File: src/rtl/dmem_arbiter.sv
// Two-port data-memory arbiter: one transaction in flight, misaligned accesses answered with an error.
// Optional round-robin arbitration when DMEM_ARB_RR_EN is defined; fixed priority (port 0) otherwise.
module dmem_arbiter #(
    parameter int ADDR_W = 5,
    parameter int DATA_W = 32
) (
    input  logic              clk,
    input  logic              rst,

    input  logic              p0_req,
    input  logic              p0_we,
    input  logic [ADDR_W-1:0] p0_addr,
    input  logic [DATA_W-1:0] p0_wdata,
    input  logic [3:0]        p0_be,
    output logic              p0_gnt,
    output logic              p0_rvalid,
    output logic [DATA_W-1:0] p0_rdata,
    output logic              p0_err,
    input  logic              p0_rready,

    input  logic              p1_req,
    input  logic              p1_we,
    input  logic [ADDR_W-1:0] p1_addr,
    input  logic [DATA_W-1:0] p1_wdata,
    input  logic [3:0]        p1_be,
    output logic              p1_gnt,
    output logic              p1_rvalid,
    output logic [DATA_W-1:0] p1_rdata,
    output logic              p1_err,
    input  logic              p1_rready,

    output logic              mem_en,
    output logic              mem_we,
    output logic [ADDR_W-1:0] mem_addr,
    output logic [DATA_W-1:0] mem_wdata,
    output logic [3:0]        mem_be,
    input  logic [DATA_W-1:0] mem_rdata
);

    localparam logic [1:0] IDLE = 2'd0;
    localparam logic [1:0] DATA = 2'd1;
    localparam logic [1:0] RESP = 2'd2;

    logic [1:0]        state;
    logic              owner;
    logic              owner_we;
    logic              err_q;
    logic [DATA_W-1:0] rdata_q;

    logic              any_req;
    logic              sel;
    logic              accept;
    logic              aligned;
    logic              acc_we;
    logic [ADDR_W-1:0] acc_addr;
    logic [DATA_W-1:0] acc_wdata;
    logic [3:0]        acc_be;
    logic              owner_rready;
    logic              in_resp;

    assign any_req = p0_req | p1_req;

`ifdef DMEM_ARB_RR_EN
    logic last_gnt;

    // On contention the port that did not win last time is chosen.
    assign sel = (p0_req && p1_req) ? ~last_gnt : p1_req;

    always_ff @(posedge clk or posedge rst) begin
        if (rst) begin
            last_gnt <= 1'b1;
        end else if (accept) begin
            last_gnt <= sel;
        end
    end
`else
    assign sel = ~p0_req & p1_req;
`endif

    assign accept    = (state == IDLE) && any_req && !rst;
    assign p0_gnt    = accept && !sel;
    assign p1_gnt    = accept && sel;

    assign acc_we    = sel ? p1_we    : p0_we;
    assign acc_addr  = sel ? p1_addr  : p0_addr;
    assign acc_wdata = sel ? p1_wdata : p0_wdata;
    assign acc_be    = sel ? p1_be    : p0_be;
    assign aligned   = (acc_addr[1:0] == 2'b00);

    // Memory is strobed only in the accept cycle of an aligned request.
    assign mem_en    = accept && aligned;
    assign mem_we    = mem_en && acc_we;
    assign mem_addr  = acc_addr;
    assign mem_wdata = acc_wdata;
    assign mem_be    = acc_be;

    assign owner_rready = owner ? p1_rready : p0_rready;

    always_ff @(posedge clk or posedge rst) begin
        if (rst) begin
            state    <= IDLE;
            owner    <= 1'b0;
            owner_we <= 1'b0;
            err_q    <= 1'b0;
            rdata_q  <= '0;
        end else begin
            case (state)
                IDLE: begin
                    if (accept) begin
                        owner    <= sel;
                        owner_we <= acc_we;
                        if (aligned) begin
                            state <= DATA;
                        end else begin
                            err_q   <= 1'b1;
                            rdata_q <= '0;
                            state   <= RESP;
                        end
                    end
                end
                DATA: begin
                    rdata_q <= owner_we ? '0 : mem_rdata;
                    err_q   <= 1'b0;
                    state   <= RESP;
                end
                RESP: begin
                    if (owner_rready) begin
                        state <= IDLE;
                    end
                end
                default: state <= IDLE;
            endcase
        end
    end

    assign in_resp   = (state == RESP);
    assign p0_rvalid = in_resp && !owner;
    assign p1_rvalid = in_resp && owner;
    assign p0_rdata  = p0_rvalid ? rdata_q : '0;
    assign p1_rdata  = p1_rvalid ? rdata_q : '0;
    assign p0_err    = p0_rvalid && err_q;
    assign p1_err    = p1_rvalid && err_q;

endmodule

File: config.mk
export PLATFORM = sky130hd
export DESIGN_NAME = dmem_arbiter
export DESIGN_NICKNAME = d
export VERILOG_FILES = /design/src/rtl/dmem_arbiter.sv
export SDC_FILE = /design/constraint.sdc
export NUM_CORES = 1
export LEC_CHECK = 0
export ABC_AREA = 1
export BUFFER_PORTS_ARGS = -buffer_cell sky130_fd_sc_hd__buf_2
export CORE_AREA = 2 2 91 93
export DETAILED_ROUTE_END_ITERATION = 7
export DIE_AREA = 0 0 93 95
export PLACE_DENSITY = 0.77
export SKIP_CTS_REPAIR_TIMING = 1
export SYNTH_ARGS = -nofsm -noshare
export SYNTH_HDL_FRONTEND = slang
export SYNTH_SLANG_ARGS = --single-unit
File: constraint.sdc
create_clock -name clk -period 3.7 [get_ports clk]
set_input_delay 0.74 -clock clk [delete_from_list [all_inputs] [get_ports clk]]
set_output_delay 0.74 -clock clk [all_outputs]
set_load 0.02 [all_outputs]
* Word-level counts from Yosys, hierarchy flattened
Cells that the tools add are included.
Operators by class: bitwise gates (word level) 3, mux-type cells 18, equality and inequality tests 5, reduce and logical (&&, ||, !) cells 19
Operators with widths (count):
- two-way mux 32 bit | 6
- one-hot mux 32 bit (2 select lines) | 1
- logical AND 1 bit | 10
- two-way mux 2 bit | 3
- != test 2 bit (second input constant) | 3
- one-hot mux 2 bit (3 select lines) | 1
- two-way mux 5 bit | 1
- logical NOT 2 bit | 2
- two-way mux 1 bit | 4
- two-way mux 4 bit | 1
- AND reduction 2 bit | 2
- logical NOT 1 bit | 3
- AND reduction 3 bit | 1
- equality test 2 x 1 -> 1 bit (second input constant) | 1
- equality test 2 bit (second input constant) | 1
- one-hot mux 1 bit (2 select lines) | 1
- nonzero test 2 bit | 1
- AND 1 bit | 1
- inverter 1 bit | 1
- bitwise OR 1 bit | 1
Word-level totals: output and inout port bits 113, register bits 37

* Depth between registers and ports, before layout
Gate-level depths: netlist of the first run.
depth after elaboration 7, depth in mapped cells 9, gate-level depth less buffers 8

* Worst setup path before layout of the first run
OpenSTA, ideal clock, no wires.
path type in2out, start in rst, end out mem_we, required time 2.960 ns, cell stages on the path 5, arrival 2.583 ns, path buffers 0, path slack 0.377 ns, cell sequence inv_1 -> nand2_1 -> nor2_1 -> a21oi_1 -> nor2_1
Between the ends: longest elaborated chain between the ends 4
Ends and longest elaborated chain:
- start, declared | RTL line 8 | input logic rst,
- logical NOT 1 bit (no source line)
- logical AND 1 bit | RTL line 80 | assign accept = (state == IDLE) && any_req && !rst;
- logical AND 1 bit | RTL line 91 | assign mem_en = accept && aligned;
- logical AND 1 bit | RTL line 92 | assign mem_we = mem_en && acc_we;
- end, declared | RTL line 33 | output logic mem_we,
Every way passes these cells.

* Worst setup path in the final report of the first run
start in p0_req, end out mem_wdata[8]
Between the ends: longest elaborated chain between the ends 3
Ends and longest elaborated chain:
- start, declared | RTL line 10 | input logic p0_req,
- inverter 1 bit | RTL line 77 | assign sel = ~p0_req & p1_req;
- AND 1 bit | RTL line 77
- two-way mux 32 bit | RTL line 86 | assign acc_wdata = sel ? p1_wdata : p0_wdata;
- end, declared | RTL line 35 | output logic [DATA_W-1:0] mem_wdata,
Every way passes these cells.

==> results of run 1 <==
-- area by class of cell --
| class | instances | share of cell area, % |
|---|---|---|
| Timing Repair Buffer | 237 | 31.7 |
| Multi-Input combinational cell | 239 | 32.3 |
| Tap cell | 105 | 3.45 |
| Sequential cell | 37 | 24.3 |
| Inverter | 52 | 5.13 |
| Clock inverter | 1 | 0.789 |
| Clock buffer | 7 | 2.27 |
| Antenna cell | 1 | 0.0657 |
-- Yosys cell counts --
library cell | n | share of area, %
buf_2 | 4 | 0.83
nor2_1 | 74 | 11
nand3b_1 | 1 | 0.31
a21oi_2 | 1 | 0.36
nand4_1 | 1 | 0.26
mux2_2 | 39 | 18
buf_4 | 3 | 0.93
nand2_1 | 112 | 17
inv_2 | 2 | 0.31
nor2_2 | 1 | 0.26
nand3_1 | 4 | 0.83
inv_1 | 50 | 7.8
clkbuf_1 | 9 | 1.4
dfrtp_1 | 37 | 38
a21oi_1 | 3 | 0.62
nand2_2 | 1 | 0.26
nor3_2 | 1 | 0.41
nor3_1 | 1 | 0.21
-- cells by family after synthesis --
logic type             synth area share, %
muxes                                 18.1
buffers and inverters                 11.2
and+or+nand+nor                       31.4
AOI/OAI and AO/OA                    0.982
DFF                                   38.3
-- stage by stage --
step	util [%]	power (mW)	cell area, sq um	setup WS, ps	hold WS [ps]
2_1_floorplan	-	0.955	2420	377	442
3_3_place_gp	46.5	1.15	3690	819	454
3_5_place_dp	46.5	1.17	3690	731	459
4_1_cts	48.0	1.54	3800	728	478
5_1_grt	48.0	1.61	3810	617	494
6_report	48.0	1.52	3810	705	473
-- path summary, 6_finish.rpt --
| kind | start | to | slack [ps] |
|---|---|---|---|
| max reg2reg | state[1] | rdata_q[25] | 1920 |
| max | p0_req | mem_wdata[8] | 710 |
| min reg2reg | rdata_q[8] | rdata_q[8] | 470 |
| min | rdata_q[8] | rdata_q[8] | 470 |
| min in group asynchronous | rst | state[1] | 650 |
| max in group asynchronous | rst | rdata_q[7] | 2710 |
-- critical path, cell delays in order --
cell and delay (ps):
buf_2 110, inv_1 100, nand2_1 500, buf_12 270
mux2_2 360, buf_2 160
-- placed cells by master (no fill, tap or decap), types with 2 or more instances in the layout --
cell	n
nor2_1	74
nand2_1	112
dfrtp_1	37
a21oi_1	3
inv_2	2
buf_4	2
nand3_1	4
inv_1	50
buf_2	234
mux2_2	39
clkbuf_8	6
-- routing by layer --
metal	up-vias	wire length (microns)	track usage [%]
met1	1340	3700	23.2
met2	134	5180	40.2
met4	0	431	10.7
met5	-	0	0
li1	1475	-	-
met3	18	505	3.19
-- sequential cells by signal, indices dropped and copies added (netlist names) --
register,flops
owner_we,1
rdata_q,32
owner,1
err_q,1
state,2
-- power by group --
group	switching (mW)	total (mW)	internal [mW]
logic	0.445	0.652	0.207
registers	0.0452	0.507	0.462
clock network	0.138	0.358	0.220
total	0.628	1.52	0.889
==> results.py, run 1 <==
metrics = {
    "drt": {
        "post_drt_wl_per_cell_microns": 14.5,
        "drc": 0,
        "routed_wl_mm": 9.81,
        "first_iter_violations": 100,
        "ant_nets": 0,
        "via_count": 2967,
        "viasPerCell": 4.37,
        "dr.pass1.iters": 4,
    },
    "synthesis": {
        "synth_nets": 466,
        "ys_seq_area_share_pct": 38.3,
        "yosys_warnings": 0,
        "avgSynthCellArea_sq_um": 7.03,
        "ys_types": 18,
        "syn_inst": 344,
        "netlist_area_sq_um": 2420,
        "ys_ff_latch": 37,
    },
    "sta": {
        "slew_headroom_pct": 21.4,
        "skew_ps": 7.18,
        "setup_viol": 0,
        "rsz0062_at_grt": "no",
        "finalCritPeriodShare_pct": 80.9,
        "tightest_slew_ps": 1170,
        "tns_ps": 0,
        "finalHoldViolations": 0,
        "slew_viol_final": 0,
        "min_period_ps": 2990,
        "clock.fmax_ghz": 0.334,
    },
    "clock_network": {
        "htree_levels": 2,
        "clockRootBuffer": "clkbuf_8",
        "cts_num_sinks": 37,
        "clkTransAtPathRegs_ps": 70,
        "cts_tree": "done",
        "cts_max_path_buffers": 2,
        "worstSkewPairLatency_ps": 280,
        "cts_made_buffers": 5,
    },
    "worst_setup_path": {
        "crit_required_ps": 2960,
        "cp-end-kind": "output port",
        "worstPathArrival_ps": 2250,
        "rr_worst_depth": 3,
        "path_class": "primary input to output port",
        "path_max_fanout": 29,
        "startpoint_type": "primary input",
    },
    "die": {
        "design.die.area_sq_um": 8840,
        "core-area_sq_um": 7930,
        "die_w_microns": 93,
        "start_util_pct": 30.5,
        "num_rows": 33,
        "dieHeight_microns": 95,
        "num_io_pins": 235,
    },
    "run_status": {
        "outcome": "finished, final reports clean",
    },
    "layout": {
        "multi_input_area_sq_um": 1230,
        "instances_no_fill": 679,
        "fin_nets": 694,
        "drive_gt1_share_pct": 50.4,
        "n_fill_cell": 851,
        "regArea_sq_um": 926,
        "areaGrowthSynthToFinish_pct": 57.3,
    },
    "power": {
        "power_density_nw_per_um2": 399,
        "p_leak_nw": 2.31,
        "ir_drop_mv": 0.153,
    },
    "hold_path": {
        "hold_depth": 2,
        "hp-class": "flip-flop to flip-flop",
    },
    "flow_run": {
        "cap_violations": 0,
    },
    "placed_design": {
        "gp_congestion": 0.927,
        "numPlacedInstances": 670,
        "portBuffers": 234,
        "hpwl_mm": 8.19,
    },
    "grt": {
        "grt_overflow_total": 0,
        "grt_pass1_wl_mm": 14.2,
        "grt_use_total_pct": 21.3,
        "antenna_found_initial": 1,
        "grt_max_degree": 39,
        "grt_pass1_vias": 2746,
    },
}
Note: power is estimated with default switching activity, not from simulation.
==> inputs of run 2 (changes only) <==
--- a/config.mk
+++ b/config.mk
@@ -7,10 +7,10 @@
 export LEC_CHECK = 0
 export ABC_AREA = 1
 export BUFFER_PORTS_ARGS = -buffer_cell sky130_fd_sc_hd__buf_2
-export CORE_AREA = 2 2 91 93
+export CORE_AREA = 2 2 92 94
 export DETAILED_ROUTE_END_ITERATION = 7
-export DIE_AREA = 0 0 93 95
-export PLACE_DENSITY = 0.77
+export DIE_AREA = 0 0 94 96
+export PLACE_DENSITY = 0.76
 export SKIP_CTS_REPAIR_TIMING = 1
 export SYNTH_ARGS = -nofsm -noshare
 export SYNTH_HDL_FRONTEND = slang
==> constraint.sdc (replaced) <==
create_clock -name clk -period 2.9 [get_ports clk]
set_input_delay 0.58 -clock clk [delete_from_list [all_inputs] [get_ports clk]]
set_output_delay 0.58 -clock clk [all_outputs]
set_load 0.02 [all_outputs]
==> results.py, run 2 (synthesized netlist as in run 1, its figures left out) <==
metrics = {
    "layout": {
        "areaGrowthSynthToFinish_pct": 56.8,
        "layout_commonest_cell": "buf_2",
        "final_cell_area_sq_um": 3790,
        "largest_register_ffs": 32,
        "largest_register": "rdata_q",
        "final_cell_mix": "234 x buf_2, 112 x nand2_1, 74 x nor2_1, 49 x inv_1, 39 x mux2_2",
        "drive_gt1_share_pct": 50.8,
        "top_regs": "rdata_q: 32 flops, state: 2 flops",
        "post-route-util_pct": 47.1,
        "fin_nets": 695,
    },
    "flow_run": {
        "cap_violations": 0,
    },
    "sta": {
        "finalCritPeriodShare_pct": 81.4,
        "rsz0062_at_grt": "no",
        "skew_ps": 5.53,
        "tns_ps": 0,
        "setup_viol": 0,
        "tightest_slew_ps": 621,
        "slew_viol_final": 0,
        "finalHoldViolations": 0,
        "layout_setup_ws_ps": 538,
        "clock.fmax_ghz": 0.423,
        "slew_headroom_pct": 58.4,
        "holdWs_ps": 450,
        "min_period_ps": 2360,
    },
    "worst_setup_path": {
        "worstPathArrival_ps": 1780,
        "path_max_fanout": 42,
        "r2r_start": "state[1]",
        "path_class": "primary input to output port",
        "crit_required_ps": 2320,
        "cp-end-kind": "output port",
        "cp-startpoint": "p0_req",
        "startpoint_type": "primary input",
    },
    "drt": {
        "first_iter_violations": 54,
        "dr.pass1.iters": 4,
        "via_count": 2929,
        "drc": 0,
        "routed_wl_mm": 8.77,
        "ant_nets": 0,
        "post_drt_wl_per_cell_microns": 12.9,
        "viasPerCell": 4.31,
    },
    "die": {
        "dieHeight_microns": 96,
        "num_io_pins": 235,
        "start_util_pct": 30.1,
        "die_w_microns": 94,
        "core-area_sq_um": 8050,
        "design.die.area_sq_um": 9020,
        "num_rows": 33,
    },
    "clock_network": {
        "clockRootBuffer": "clkbuf_8",
        "worstSkewPairLatency_ps": 280,
        "clkTransAtPathRegs_ps": 70,
        "cts_tree": "done",
        "cts_made_buffers": 5,
        "cts_num_sinks": 37,
        "htree_levels": 2,
        "cts_max_path_buffers": 2,
    },
    "run_status": {
        "outcome": "finished, final reports clean",
    },
    "grt": {
        "antenna_found_initial": 2,
        "grt_pass1_wl_mm": 13.1,
        "grt_max_degree": 43,
        "grt_pass1_vias": 2723,
        "grt_overflow_total": 0,
        "grt_use_total_pct": 18.7,
    },
    "placed_design": {
        "gp_congestion": 0.932,
        "post-place-ws_ps": 506,
        "hpwl_mm": 7.31,
        "place_area_sq_um": 3700,
        "portBuffers": 234,
    },
    "hold_path": {
        "hp-class": "primary input to async pin",
    },
    "power": {
        "p_leak_nw": 2.29,
        "power_density_nw_per_um2": 484,
        "ir_drop_mv": 0.362,
    },
}
run 2: worst max-delay path, cell delays in order:
cell and delay, ps:
buf_2 80, inv_1 100, nand2_1 130, buf_12 230
nand2_1 90, nand2_1 120, nand2_1 120, nor2_1 150
buf_2 190
run 2: path summary, 6_finish.rpt:
path                                    end  slack, ps  cells after the start
worst max-delay path                 mem_en        540                      9
worst min register to register  rdata_q[15]        470                      2
worst min-delay path             rdata_q[8]        450                      3
worst max register to register  rdata_q[21]       1230                      7
max in group asynchronous       rdata_q[20]       2110                      3
min in group clk                rdata_q[15]        470                      2
run 2: through the flow:
stage               cells  power [mW]
CTS                   678        1.88
global placement      671        1.47
detailed placement    671        1.50
floorplan             344        1.22
finish                680        1.84
global route          680        1.98
run 2: layout make-up:
type / count / area, sq um
inverters: 52 / 199
clock inverters: 1 / 7.51
well taps: 105 / 131
diodes: 2 / 5.00
multi-input cells: 239 / 1230
flip-flops and latches: 37 / 926
clock buffers: 6 / 82.6
fillers: 829 / 4260
repair buffers: 238 / 1210
run 2: per-layer routing:
metal | vias up | part of all wire [%] | wire length [microns] | track usage, %
li1 | 1481 | - | - | -
met1 | 1298 | 39 | 3420 | 20.9
met2 | 139 | 52 | 4570 | 35.3
met3 | 11 | 6.5 | 573 | 2.82
met4 | 0 | 2.3 | 206 | 7.85
met5 | - | 0 | 0 | 0
run 2: where the power goes:
group          leakage [nW]  internal, mW  total, mW  switching, mW
Sequential            0.507         0.589      0.648         0.0586
Clock                0.0433         0.188      0.365          0.177
Combinational          1.74         0.265      0.825          0.560
==> inputs of run 3 (changes only) <==
==> constraint.sdc (replaced) <==
create_clock -name clk -period 2.34 [get_ports clk]
set_input_delay 0.468 -clock clk [delete_from_list [all_inputs] [get_ports clk]]
set_output_delay 0.468 -clock clk [all_outputs]
set_load 0.02 [all_outputs]
==> results.py, run 3 (synthesized netlist as in run 1, its figures left out) <==
metrics = {
    "run_status": {
        "outcome": "finished, final reports clean",
    },
    "layout": {
        "drive_gt1_share_pct": 51.3,
        "final_cell_area_sq_um": 3830,
        "layout_commonest_cell": "buf_2",
        "fin_nets": 698,
        "top_regs": "rdata_q: 32 flops, state: 2 flops",
        "areaGrowthSynthToFinish_pct": 58.4,
        "largest_register": "rdata_q",
        "post-route-util_pct": 47.6,
        "final_cell_mix": "234 x buf_2, 112 x nand2_1, 73 x nor2_1, 49 x inv_1, 39 x mux2_2",
        "largest_register_ffs": 32,
    },
    "worst_setup_path": {
        "worst-r2r-setup-slack_ps": 650,
        "critPathTopFamily": "simple AND/OR/NAND/NOR gates",
        "max_stage_delay_ps": 470,
        "crit_required_ps": 1870,
        "crit_buf_inv": 1,
        "worstPathArrival_ps": 1690,
        "path_class": "flip-flop to output port",
        "path_max_fanout": 6,
        "path_cells": "nor2_2 -> nand2_1 -> nor2_1 -> a21oi_1 -> nor2_1 -> buf_2",
        "cp-end-kind": "output port",
        "slowest_stage": "dfrtp_1",
        "startpoint_type": "flip-flop",
        "cp_common_cell": "nor2_1",
    },
    "power": {
        "ir_drop_mv": 0.428,
        "power_frac_comb_pct": 44.9,
        "p_leak_nw": 2.31,
        "power.share.clock_pct": 20.4,
        "internal_power_mw": 1.30,
        "power_switching_mw": 1.01,
        "power_frac_seq_pct": 34.7,
        "power_density_nw_per_um2": 604,
        "switching_share_pct": 43.7,
    },
    "die": {
        "core-area_sq_um": 8050,
        "die_w_microns": 94,
        "design.die.area_sq_um": 9020,
        "num_rows": 33,
        "dieHeight_microns": 96,
        "num_io_pins": 235,
        "start_util_pct": 30.1,
    },
    "grt": {
        "grt_use_total_pct": 19.3,
        "grt_max_degree": 37,
        "grt_pass1_wl_mm": 13.4,
        "grt_overflow_total": 0,
        "grt_pass1_vias": 2765,
        "antenna_found_initial": 4,
    },
    "sta": {
        "holdWs_ps": 53.7,
        "tns_ps": 0,
        "finalCritPeriodShare_pct": 92.1,
        "slew_headroom_pct": 59.3,
        "finalHoldViolations": 0,
        "slew_viol_final": 0,
        "setup_viol": 0,
        "skew_ps": 5.78,
        "tightest_slew_ps": 608,
        "rsz0062_at_grt": "no",
        "clock.fmax_ghz": 0.464,
        "min_period_ps": 2160,
    },
    "clock_network": {
        "cts_made_buffers": 5,
        "cts_tree": "done",
        "htree_levels": 2,
        "cts_num_sinks": 37,
        "worstSkewPairLatency_ps": 280,
        "clockRootBuffer": "clkbuf_8",
        "cts_max_path_buffers": 2,
        "clkTransAtPathRegs_ps": 80,
    },
    "hold_path": {
        "hp-class": "primary input to async pin",
    },
    "drt": {
        "viasPerCell": 4.36,
        "drc": 0,
        "routed_wl_mm": 8.97,
        "first_iter_violations": 75,
        "via_count": 2994,
        "ant_nets": 0,
        "post_drt_wl_per_cell_microns": 13.1,
        "dr.pass1.iters": 4,
    },
    "placed_design": {
        "portBuffers": 234,
        "gp_congestion": 0.856,
        "hpwl_mm": 7.45,
        "place_area_sq_um": 3720,
    },
    "flow_run": {
        "cap_violations": 0,
    },
}
## run 3: area by class of cell
| type | count | area [sq um] |
|---|---|---|
| antenna | 4 | 10.0 |
| clock buffer | 6 | 82.6 |
| clock inverter | 2 | 13.8 |
| fill | 817 | 4220 |
| inverter | 52 | 201 |
| multi-input combinational | 239 | 1230 |
| sequential | 37 | 926 |
| tap | 105 | 131 |
| timing repair buffer | 241 | 1240 |
## run 3: power groups by stage
stage | combinational (mW) | sequential (mW) | clock, mW
6_report | 1.04 | 0.803 | 0.472
5_1_grt | 1.15 | 0.818 | 0.517
4_1_cts | 1.04 | 0.803 | 0.495
3_5_place_dp | 1.04 | 0.815 | 0
3_3_place_gp | 1.01 | 0.810 | 0
2_1_floorplan | 0.720 | 0.790 | 0
## run 3: worst paths after layout
kind | endpoint | from | cells after the start
max reg2reg | rdata_q[11] | state[1] | 7
min reg2reg | rdata_q[12] | rdata_q[12] | 2
min | owner_we | rst | 2
max | mem_we | state[1] | 6
max in group asynchronous | rdata_q[31] | rst | 3
min in group clk | rdata_q[3] | mem_rdata[3] | 3
## run 3: worst register-to-register path: stages (launching register included)
cell and delay [ps]:
dfrtp_1 470, nor2_2 230, inv_2 50, a21oi_2 130, nor2_1 70, nand2_2 470, nand2_1 130, nand2_1 80
## run 3: metrics by stage
step | cells | total power [mW] | setup WS (ps)
detailed placement | 674 | 1.85 | 287
CTS | 682 | 2.34 | 117
global route | 686 | 2.49 | 57.6
floorplan | 344 | 1.51 | 18.5
global placement | 674 | 1.82 | 311
finish | 686 | 2.32 | 184
## run 3: layer usage
| layer | global-route usage [%] | vias up | part of all wire, % |
|---|---|---|---|
| met4 | 7.13 | 0 | 1.6 |
| met3 | 3.21 | 8 | 5.9 |
| li1 | - | 1489 | - |
| met5 | 0 | - | 0 |
| met2 | 36.3 | 134 | 54 |
| met1 | 21.8 | 1363 | 39 |
